--- config.mk ---
export PLATFORM = sky130hd
export DESIGN_NAME = tdm_rx_deframer
export DESIGN_NICKNAME = d
export VERILOG_FILES = /design/src/rtl/tdm_rx_deframer.sv
export SDC_FILE = /design/constraint.sdc
export NUM_CORES = 1
export LEC_CHECK = 0
export CAP_MARGIN = 20
export CORE_MARGIN = 3
export CORE_UTILIZATION = 46
export CTS_BUF_LIST = sky130_fd_sc_hd__clkbuf_8
export DETAILED_ROUTE_END_ITERATION = 12
export GPL_ROUTABILITY_DRIVEN = 0
export MAX_ROUTING_LAYER = met4
export PLACE_DENSITY_LB_ADDON = 0.2
export SLEW_MARGIN = 5
export SYNTH_ARGS = -nofsm -noshare
export SYNTH_HDL_FRONTEND = slang
export SYNTH_SLANG_ARGS = --single-unit
--- constraint.sdc ---
create_clock -name clk50 -period 4.3 [get_ports clk50]
set_input_delay 0.645 -clock clk50 [delete_from_list [all_inputs] [get_ports clk50]]
set_output_delay 0.645 -clock clk50 [all_outputs]
set_load 0.005 [all_outputs]
--- src/rtl/tdm_rx_deframer.sv ---
// ST-bus receive deframer: oversamples c4/f0/data in the clk50 domain, locks to the frame pulse
// and emits one MSB-first byte per channel. Optional length checking under TDM_RX_FRAME_CHECK_EN.
module tdm_rx_deframer #(
    parameter int CHANNELS = 32,
    parameter int CW       = 5
) (
    input  logic          clk50,
    input  logic          reset_n,
    input  logic          c4,
    input  logic          f0,
    input  logic          data_from_dt,
    output logic [7:0]    rx_data,
    output logic [CW-1:0] rx_chan,
    output logic          rx_valid,
    output logic          frame_start,
    output logic          locked,
    output logic          frame_err
);

    localparam int N  = CHANNELS * 16;
    localparam int KW = (N > 1) ? $clog2(N) : 1;

    typedef enum logic [1:0] {
        HUNT   = 2'd0,
        LOCKED = 2'd1,
        RELOCK = 2'd2
    } state_t;

    // Three stages per pin keep c4, f0 and data mutually aligned; stage 2 of c4 feeds edge detect.
    logic [2:0]    c4_sync_q, c4_sync_d;
    logic [2:0]    f0_sync_q, f0_sync_d;
    logic [2:0]    dat_sync_q, dat_sync_d;
    logic          e_q, e_d;

    state_t        state_q, state_d;
    logic [KW-1:0] k_q, k_d;
    logic [6:0]    shift_q, shift_d;
    logic [7:0]    rx_data_q, rx_data_d;
    logic [CW-1:0] rx_chan_q, rx_chan_d;
    logic          rx_valid_q, rx_valid_d;
    logic          frame_start_q, frame_start_d;
    logic          frame_err_q, frame_err_d;
    logic          locked_q, locked_d;

    logic [KW-1:0] k_nxt;
    logic          f0_low;
    logic          bit_in;

    assign c4_sync_d  = {c4_sync_q[1:0], c4};
    assign f0_sync_d  = {f0_sync_q[1:0], f0};
    assign dat_sync_d = {dat_sync_q[1:0], data_from_dt};
    assign e_d        = c4_sync_q[1] & ~c4_sync_q[2];

    // f0/data stage 3 lines up with the registered edge strobe e_q.
    assign f0_low = ~f0_sync_q[2];
    assign bit_in = dat_sync_q[2];
    assign k_nxt  = (k_q == KW'(N - 1)) ? '0 : k_q + 1'b1;

    always_comb begin
        // NOTE: every signal gets a default first, so no path leaves one unassigned and no latch is inferred.
        state_d       = state_q;
        k_d           = k_q;
        shift_d       = shift_q;
        rx_data_d     = rx_data_q;
        rx_chan_d     = rx_chan_q;
        rx_valid_d    = 1'b0;
        frame_start_d = 1'b0;
        frame_err_d   = 1'b0;

        case (state_q)
            HUNT: begin
                k_d = '0;
                if (e_q && f0_low) begin
                    state_d       = LOCKED;
                    shift_d       = '0;
                    frame_start_d = 1'b1;
                end
            end

            LOCKED: begin
                if (e_q) begin
                    if (f0_low) begin
`ifdef TDM_RX_FRAME_CHECK_EN
                        if (k_nxt != '0) begin
                            frame_err_d = 1'b1;
                            state_d     = RELOCK;
                        end else begin
                            frame_start_d = 1'b1;
                        end
`else
                        frame_start_d = 1'b1;
`endif
                        k_d     = '0;
                        shift_d = '0;
                    end
`ifdef TDM_RX_FRAME_CHECK_EN
                    else if (k_nxt == '0) begin
                        frame_err_d = 1'b1;
                        state_d     = HUNT;
                        k_d         = '0;
                        shift_d     = '0;
                    end
`endif
                    else begin
                        k_d = k_nxt;
                        if (k_nxt[0]) begin
                            shift_d = {shift_q[5:0], bit_in};
                            // Odd rise 16c+15 carries the LSB of channel c.
                            if (k_nxt[3:0] == 4'hF) begin
                                rx_data_d  = {shift_q, bit_in};
                                rx_chan_d  = CW'(k_nxt >> 4);
                                rx_valid_d = 1'b1;
                            end
                        end
                    end
                end
            end

            // Short frame: the offending marker re-locks one clock after frame_err.
            RELOCK: begin
                state_d       = LOCKED;
                frame_start_d = 1'b1;
            end

            default: state_d = HUNT;
        endcase
    end

    assign locked_d = (state_d == LOCKED);

    // NOTE: sequential state uses non-blocking assignments so every flop samples pre-edge values.
    always_ff @(posedge clk50 or negedge reset_n) begin
        if (!reset_n) begin
            c4_sync_q     <= '0;
            f0_sync_q     <= '0;
            dat_sync_q    <= '0;
            e_q           <= 1'b0;
            state_q       <= HUNT;
            k_q           <= '0;
            shift_q       <= '0;
            rx_data_q     <= '0;
            rx_chan_q     <= '0;
            rx_valid_q    <= 1'b0;
            frame_start_q <= 1'b0;
            frame_err_q   <= 1'b0;
            locked_q      <= 1'b0;
        end else begin
            c4_sync_q     <= c4_sync_d;
            f0_sync_q     <= f0_sync_d;
            dat_sync_q    <= dat_sync_d;
            e_q           <= e_d;
            state_q       <= state_d;
            k_q           <= k_d;
            shift_q       <= shift_d;
            rx_data_q     <= rx_data_d;
            rx_chan_q     <= rx_chan_d;
            rx_valid_q    <= rx_valid_d;
            frame_start_q <= frame_start_d;
            frame_err_q   <= frame_err_d;
            locked_q      <= locked_d;
        end
    end

    assign rx_data     = rx_data_q;
    assign rx_chan     = rx_chan_q;
    assign rx_valid    = rx_valid_q;
    assign frame_start = frame_start_q;
    assign locked      = locked_q;
    assign frame_err   = frame_err_q;

endmodule

Word level (Yosys, flattened, before mapping)
Cells that the tools add are included.
{ "word_totals": {"out_inout_bits": 17, "inputBits": 5, "reg_bits": 44} }
{ "op_classes": {"addsub": 1, "bitwise": 3, "n_eq_ne": 8, "reduce_logical": 6, "n_mux": 20} }
{ "op_table": {"columns": ["operator", "n"], "rows": [
  ["$mux W7", 4],
  ["$mux W9", 3],
  ["$pmux W9 S2", 1],
  ["$pmux W7 S2", 1],
  ["$add A9 B1 Y9 const B", 1],
  ["$eq A9 B9 Y1 const B", 1],
  ["$mux W1", 8],
  ["$pmux W2 S3", 1],
  ["$reduce_and A5 Y1", 1],
  ["$eq A2 B1 Y1 const B", 2],
  ["$eq A4 B4 Y1 const B", 1],
  ["$ne A2 B2 Y1 const B", 2],
  ["$reduce_and A4 Y1", 1],
  ["$ne A3 B3 Y1 const B", 1],
  ["$pmux W1 S3", 1],
  ["$eq A2 B2 Y1 const B", 1],
  ["$logic_not A2 Y1", 1],
  ["$mux W2", 1],
  ["$not A1 Y1", 2],
  ["$reduce_and A2 Y1", 1],
  ["$reduce_bool A2 Y1", 1],
  ["$and A1 B1 Y1", 1],
  ["$logic_and A1 B1 Y1", 1]
]} }

Longest topological paths before layout
{ "depth": {"depth_word": 8, "mapped_depth": 8, "ltp_nobuf": 8} }

Worst setup path before layout
No wires, ideal clock.
{ "synth_path": {"path_kind": "register to register", "start": "register k_q[0]", "end": "register rx_chan_q[4], in the netlist rx_chan[4]", "required_ns": 4.175, "arrival_ns": 1.865, "slack_ns": 2.310, "synth_period_minus_slack_ns": 1.990, "path_stages_with_launch": 8, "cell_sequence": "dfrtp_1 ha_1 nand3_1 nor2_1 ha_1 and4bb_1 nand3_4 mux2_2"} }
{ "synth_via": {"elab_chain_cells": 4} }
{ "synth_lines": {"columns": ["item", "line_no", "text"], "rows": [
  ["from (decl)", "36", "logic [KW-1:0] k_q, k_d;"],
  ["from (signal assigned)", "153", "k_q <= k_d;"],
  ["$add A9 B1 Y9 / $eq A9 B9 Y1 (equally long branches)", "57", "assign k_nxt = (k_q == KW'(N - 1)) ? '0 : k_q + 1'b1;"],
  ["$mux W9 (*)", "57", null],
  ["$eq A4 B4 Y1", "109", "if (k_nxt[3:0] == 4'hF) begin"],
  ["$reduce_and A5 Y1 (no line)", null, null],
  ["to (signal assigned)", "156", "rx_chan_q <= rx_chan_d;"],
  ["to (decl)", "39", "logic [CW-1:0] rx_chan_q, rx_chan_d;"]
]} }
Every way passes the cells marked *; elsewhere a longest branch is shown, timed or not.
A chain may end at the register's enable or synchronous reset.

Worst setup path after layout
{ "layout_path": {"start": "register k_q[0]", "end": "register rx_data_q[3], in the netlist rx_data[3]"} }
{ "layout_via": {"elab_chain_cells": 4} }
{ "layout_lines": {"columns": ["item", "line_no", "text"], "rows": [
  ["$add A9 B1 Y9 / $eq A9 B9 Y1 (equally long branches)", "57", null],
  ["$mux W9 (*)", "57", null],
  ["$eq A4 B4 Y1", "109", null],
  ["$reduce_and A5 Y1 (no line) (*)", null, null],
  ["to (signal assigned)", "155", "rx_data_q <= rx_data_d;"],
  ["to (decl)", "38", "logic [7:0] rx_data_q, rx_data_d;"]
]} }
Marks and branches as above.

==> metrics.md <==
| Metric | Value |
|---|---|
| Routed len/inst | about 14 microns |
| Final worst path period share | 0.524 |
| Arrival time worst endpoint | about 2.4 ns |
| Area Overhead vs Synth | 16.5% |
| Worst setup endpoint | rx_data[3] |
| Setup-failing EPs final | 0 |
| # fillers | 330 |
| Reg2reg setup slack | 2.05 ns |
| CP max stage cell | and4b_2 |
| H-tree lvl count | 2 |
| Overflow after GRT | 0 |
| CP required | ~4.5 ns |
| Total Routing Usage GR | 0.151 |
| Clk slew on worst S/H paths | 0.08 ns |
| Initial antenna violation count | 0 |
| Share of layout cells above drive strength 1 | 0.142 |
| Die footprint | around 4900 sq um |
| Setup TNS Final | 0 ns |
| Pwr Density | between 300 and 400 nW/um^2 |
| Synth warn | 0 |
| Yosys reg bits | between 40 and 50 |
| Crit-path cells | ha_1 -> nand3_1 -> nor2_1 -> ha_1 -> and4b_2 -> nand3_4 -> mux2_2 |
| Final Max Slew Viols | 0 |
| Layout Nets | roughly 190 |
| Worst path most repeated cell | ha_1 |
| Setup bufs post-CTS | 0 |
| Hold Violations, Final | 0 |
| Via count | about 1200 |
| R2r startpoint | k_q[0] |
| Leakage | a little over 1 nW |
| CTS Sinks | 44 |
| Yosys cell types | 38 |
| Placed cells | 216 |
| First-pass GRT wire length | 5600 microns |
| Worst vdd ir | roughly 0.00015 V |
| Initial DRT Pass Iterations | 4 |
| CTS Buf Count | 5 |
| Crit path max fanout | 11 |
| Slew Limit Headroom | 0.383 |
| Via density | about 5.5 |
| CTS root buffer | clkbuf_8 |
| Worst R2R End | rx_data[3] |
| Synthesized net count | between 150 and 200 |
| Antenna Violating Nets Remaining | 0 |
| Crit end category | register |
| Vias in the first global route | between 1000 and 1500 |
| Remaining DRCs | 0 |
| Clock Latency Late Sink | a little under 0.3 ns |
| Starting Density | 0.498 |
| # diodes | 0 |
| Clock skew | just over 0.009 ns |
| Pin count of the biggest net entering global routing | 45 |
| WS Path Type | reg2reg |
| CORE AREA | 3800 sq um |
| Die width | roughly 70 microns |
| Worst path max stage delay | between 0.4 and 0.5 ns |
| Minimum clock period | approximately 2.3 ns |
| Detailed placement HPWL | ~2200 microns |
| Number of gates resized after CTS | 0 |
| Mapped Cells | approximately 150 |
| Max frequency | 0.444 GHz |
| Routed WL | between 3000 and 4000 microns |
| Startpoint types | register |
| Port bufs | 20 |
| Worst Reg-to-Reg Cells | 7 |
| Worst slew pin tran | 0.926 ns |
| CTS Hold Buffers Added | 0 |
| Crit path launch | k_q[0] |
| Die Ht | approximately 70 microns |
| Post-Syn Area per Cell | between 10 and 15 sq um |
| Syn Std Cell Area | roughly 1900 sq um |
| RSZ-0062 raised after global routing | false |
| CTS tree | done |
| Non-filler instance count after layout | 224 |
| CTS Buffer Depth | 2 |
| Sequential fraction of the synthesis area | 0.582 |
| Ports | 22 |
| Rows | 22 |
| Hold Path Class | reg2reg |
| Max_cap viols | 0 |
| DR iter-0 viols | 71 |
| Status | finished clean |
==> registers in the layout (all words and copies together) (netlist names) <==
name         count
k_q              9
dat_sync_q       3
c4_sync_q        3
state_q          2
e_q              1
rx_chan          5
locked           1
frame_start      1
shift_q          7
rx_valid         1
f0_sync_q        3
rx_data          8
==> per-stage QoR <==
stage	setup slack, ns	total power, mW	area [sq um]	hold slack (ns)	utilization
after global routing	1.91	0.840	2200	0.374	0.580
after floorplan	2.31	0.520	1890	0.331	-
after global placement	2.17	0.543	2110	0.332	0.556
final	2.05	0.795	2200	0.352	0.580
after detailed placement	2.05	0.548	2110	0.335	0.556
after CTS	2.05	0.806	2200	0.352	0.580
==> metal layers <==
layer  GRT usage  vias to the layer above  routed length (microns)
met1       0.188                      595                     1470
met4      0.0766                        0                       71
met5           -                        -                        0
met2       0.218                       33                     1460
met3      0.0504                        5                      144
li1            -                      596                        -
==> cells by family after synthesis <==
logic type / share of synthesized area
adder cells (fa/ha/maj): 0.0397
XOR/XNOR: 0.0132
multiplexers: 0.0820
flip-flops: 0.582
other: 0.00198
buffers and inverters: 0.0397
AND/OR/NAND/NOR: 0.128
AO/OA/AOI/OAI: 0.114
==> layout by cell type (no fill, tap or decap), drive strengths merged, types with 6 or more instances in the layout <==
cell type	n
a31oi	7
o21ai	8
a22o	6
nand2	7
inv	11
ha	6
clkdlybuf4s50	19
clkbuf	6
dfrtp	44
nand3	10
mux2	12
==> layout make-up <==
cell class	count	area (sq um)	share of cell area
Clock buffer	6	82.6	0.0375
Clock inverter	2	11.3	0.00511
Inverter	10	37.5	0.0170
Multi-Input combinational cell	94	717	0.325
Sequential cell	44	1100	0.499
Tap cell	48	60.1	0.0272
Timing Repair Buffer	20	195	0.0885
==> worst max-delay path: cells and delay by family (launching register included) <==
family | cells | cell delay [ns]
muxes | 1 | 0.32
DFF | 1 | 0.45
and+or+nand+nor | 4 | 0.83
adders and majority gates | 2 | 0.55
==> synthesized netlist by cell type (all sizes together) <==
cell | count | area, sq um
and4b | 1 | 11.3
nor2 | 2 | 7.51
nand2 | 7 | 26.3
nor2b | 1 | 6.26
xor2 | 1 | 16.3
nand4b | 1 | 8.76
clkbuf | 1 | 13.8
a21bo | 1 | 10.0
o211ai | 3 | 22.5
xnor2 | 1 | 8.76
mux2i | 2 | 20.0
or4 | 3 | 22.5
inv | 10 | 37.5
nand3 | 10 | 62.6
or3 | 5 | 31.3
a31oi | 7 | 43.8
o31ai | 1 | 7.51
nor3b | 1 | 7.51
nand3b | 1 | 7.51
a31o | 1 | 8.76
nor4 | 1 | 6.26
conb | 1 | 3.75
and4bb | 1 | 12.5
mux2 | 12 | 135
nand4 | 1 | 6.26
a22o | 6 | 52.6
ha | 6 | 75.1
a21oi | 3 | 15.0
nand2b | 1 | 6.26
a221oi | 1 | 8.76
a21o | 1 | 7.51
o21ai | 8 | 40.0
and3 | 3 | 18.8
buf | 3 | 23.8
dfrtp | 44 | 1100
==> worst min-delay path by stage <==
stage | start | to | slack (ns) | cells after the start
final | f0_sync_q[1] | f0_sync_q[2] | 0.35 | 0
after global routing | c4_sync_q[0] | c4_sync_q[1] | 0.37 | 0
after CTS | dat_sync_q[1] | dat_sync_q[2] | 0.35 | 0
after detailed placement | f0_sync_q[1] | f0_sync_q[2] | 0.33 | 0
after global placement | c4_sync_q[0] | c4_sync_q[1] | 0.33 | 0
after floorplan | c4_sync_q[0] | c4_sync_q[1] | 0.33 | 0
==> report_power, final <==
group          leakage (nW)  internal [mW]  switching, mW
clock network        0.0486          0.128          0.128
registers             0.580          0.435         0.0223
logic                 0.395         0.0349         0.0465
Note: power is estimated with default switching activity, not from simulation.
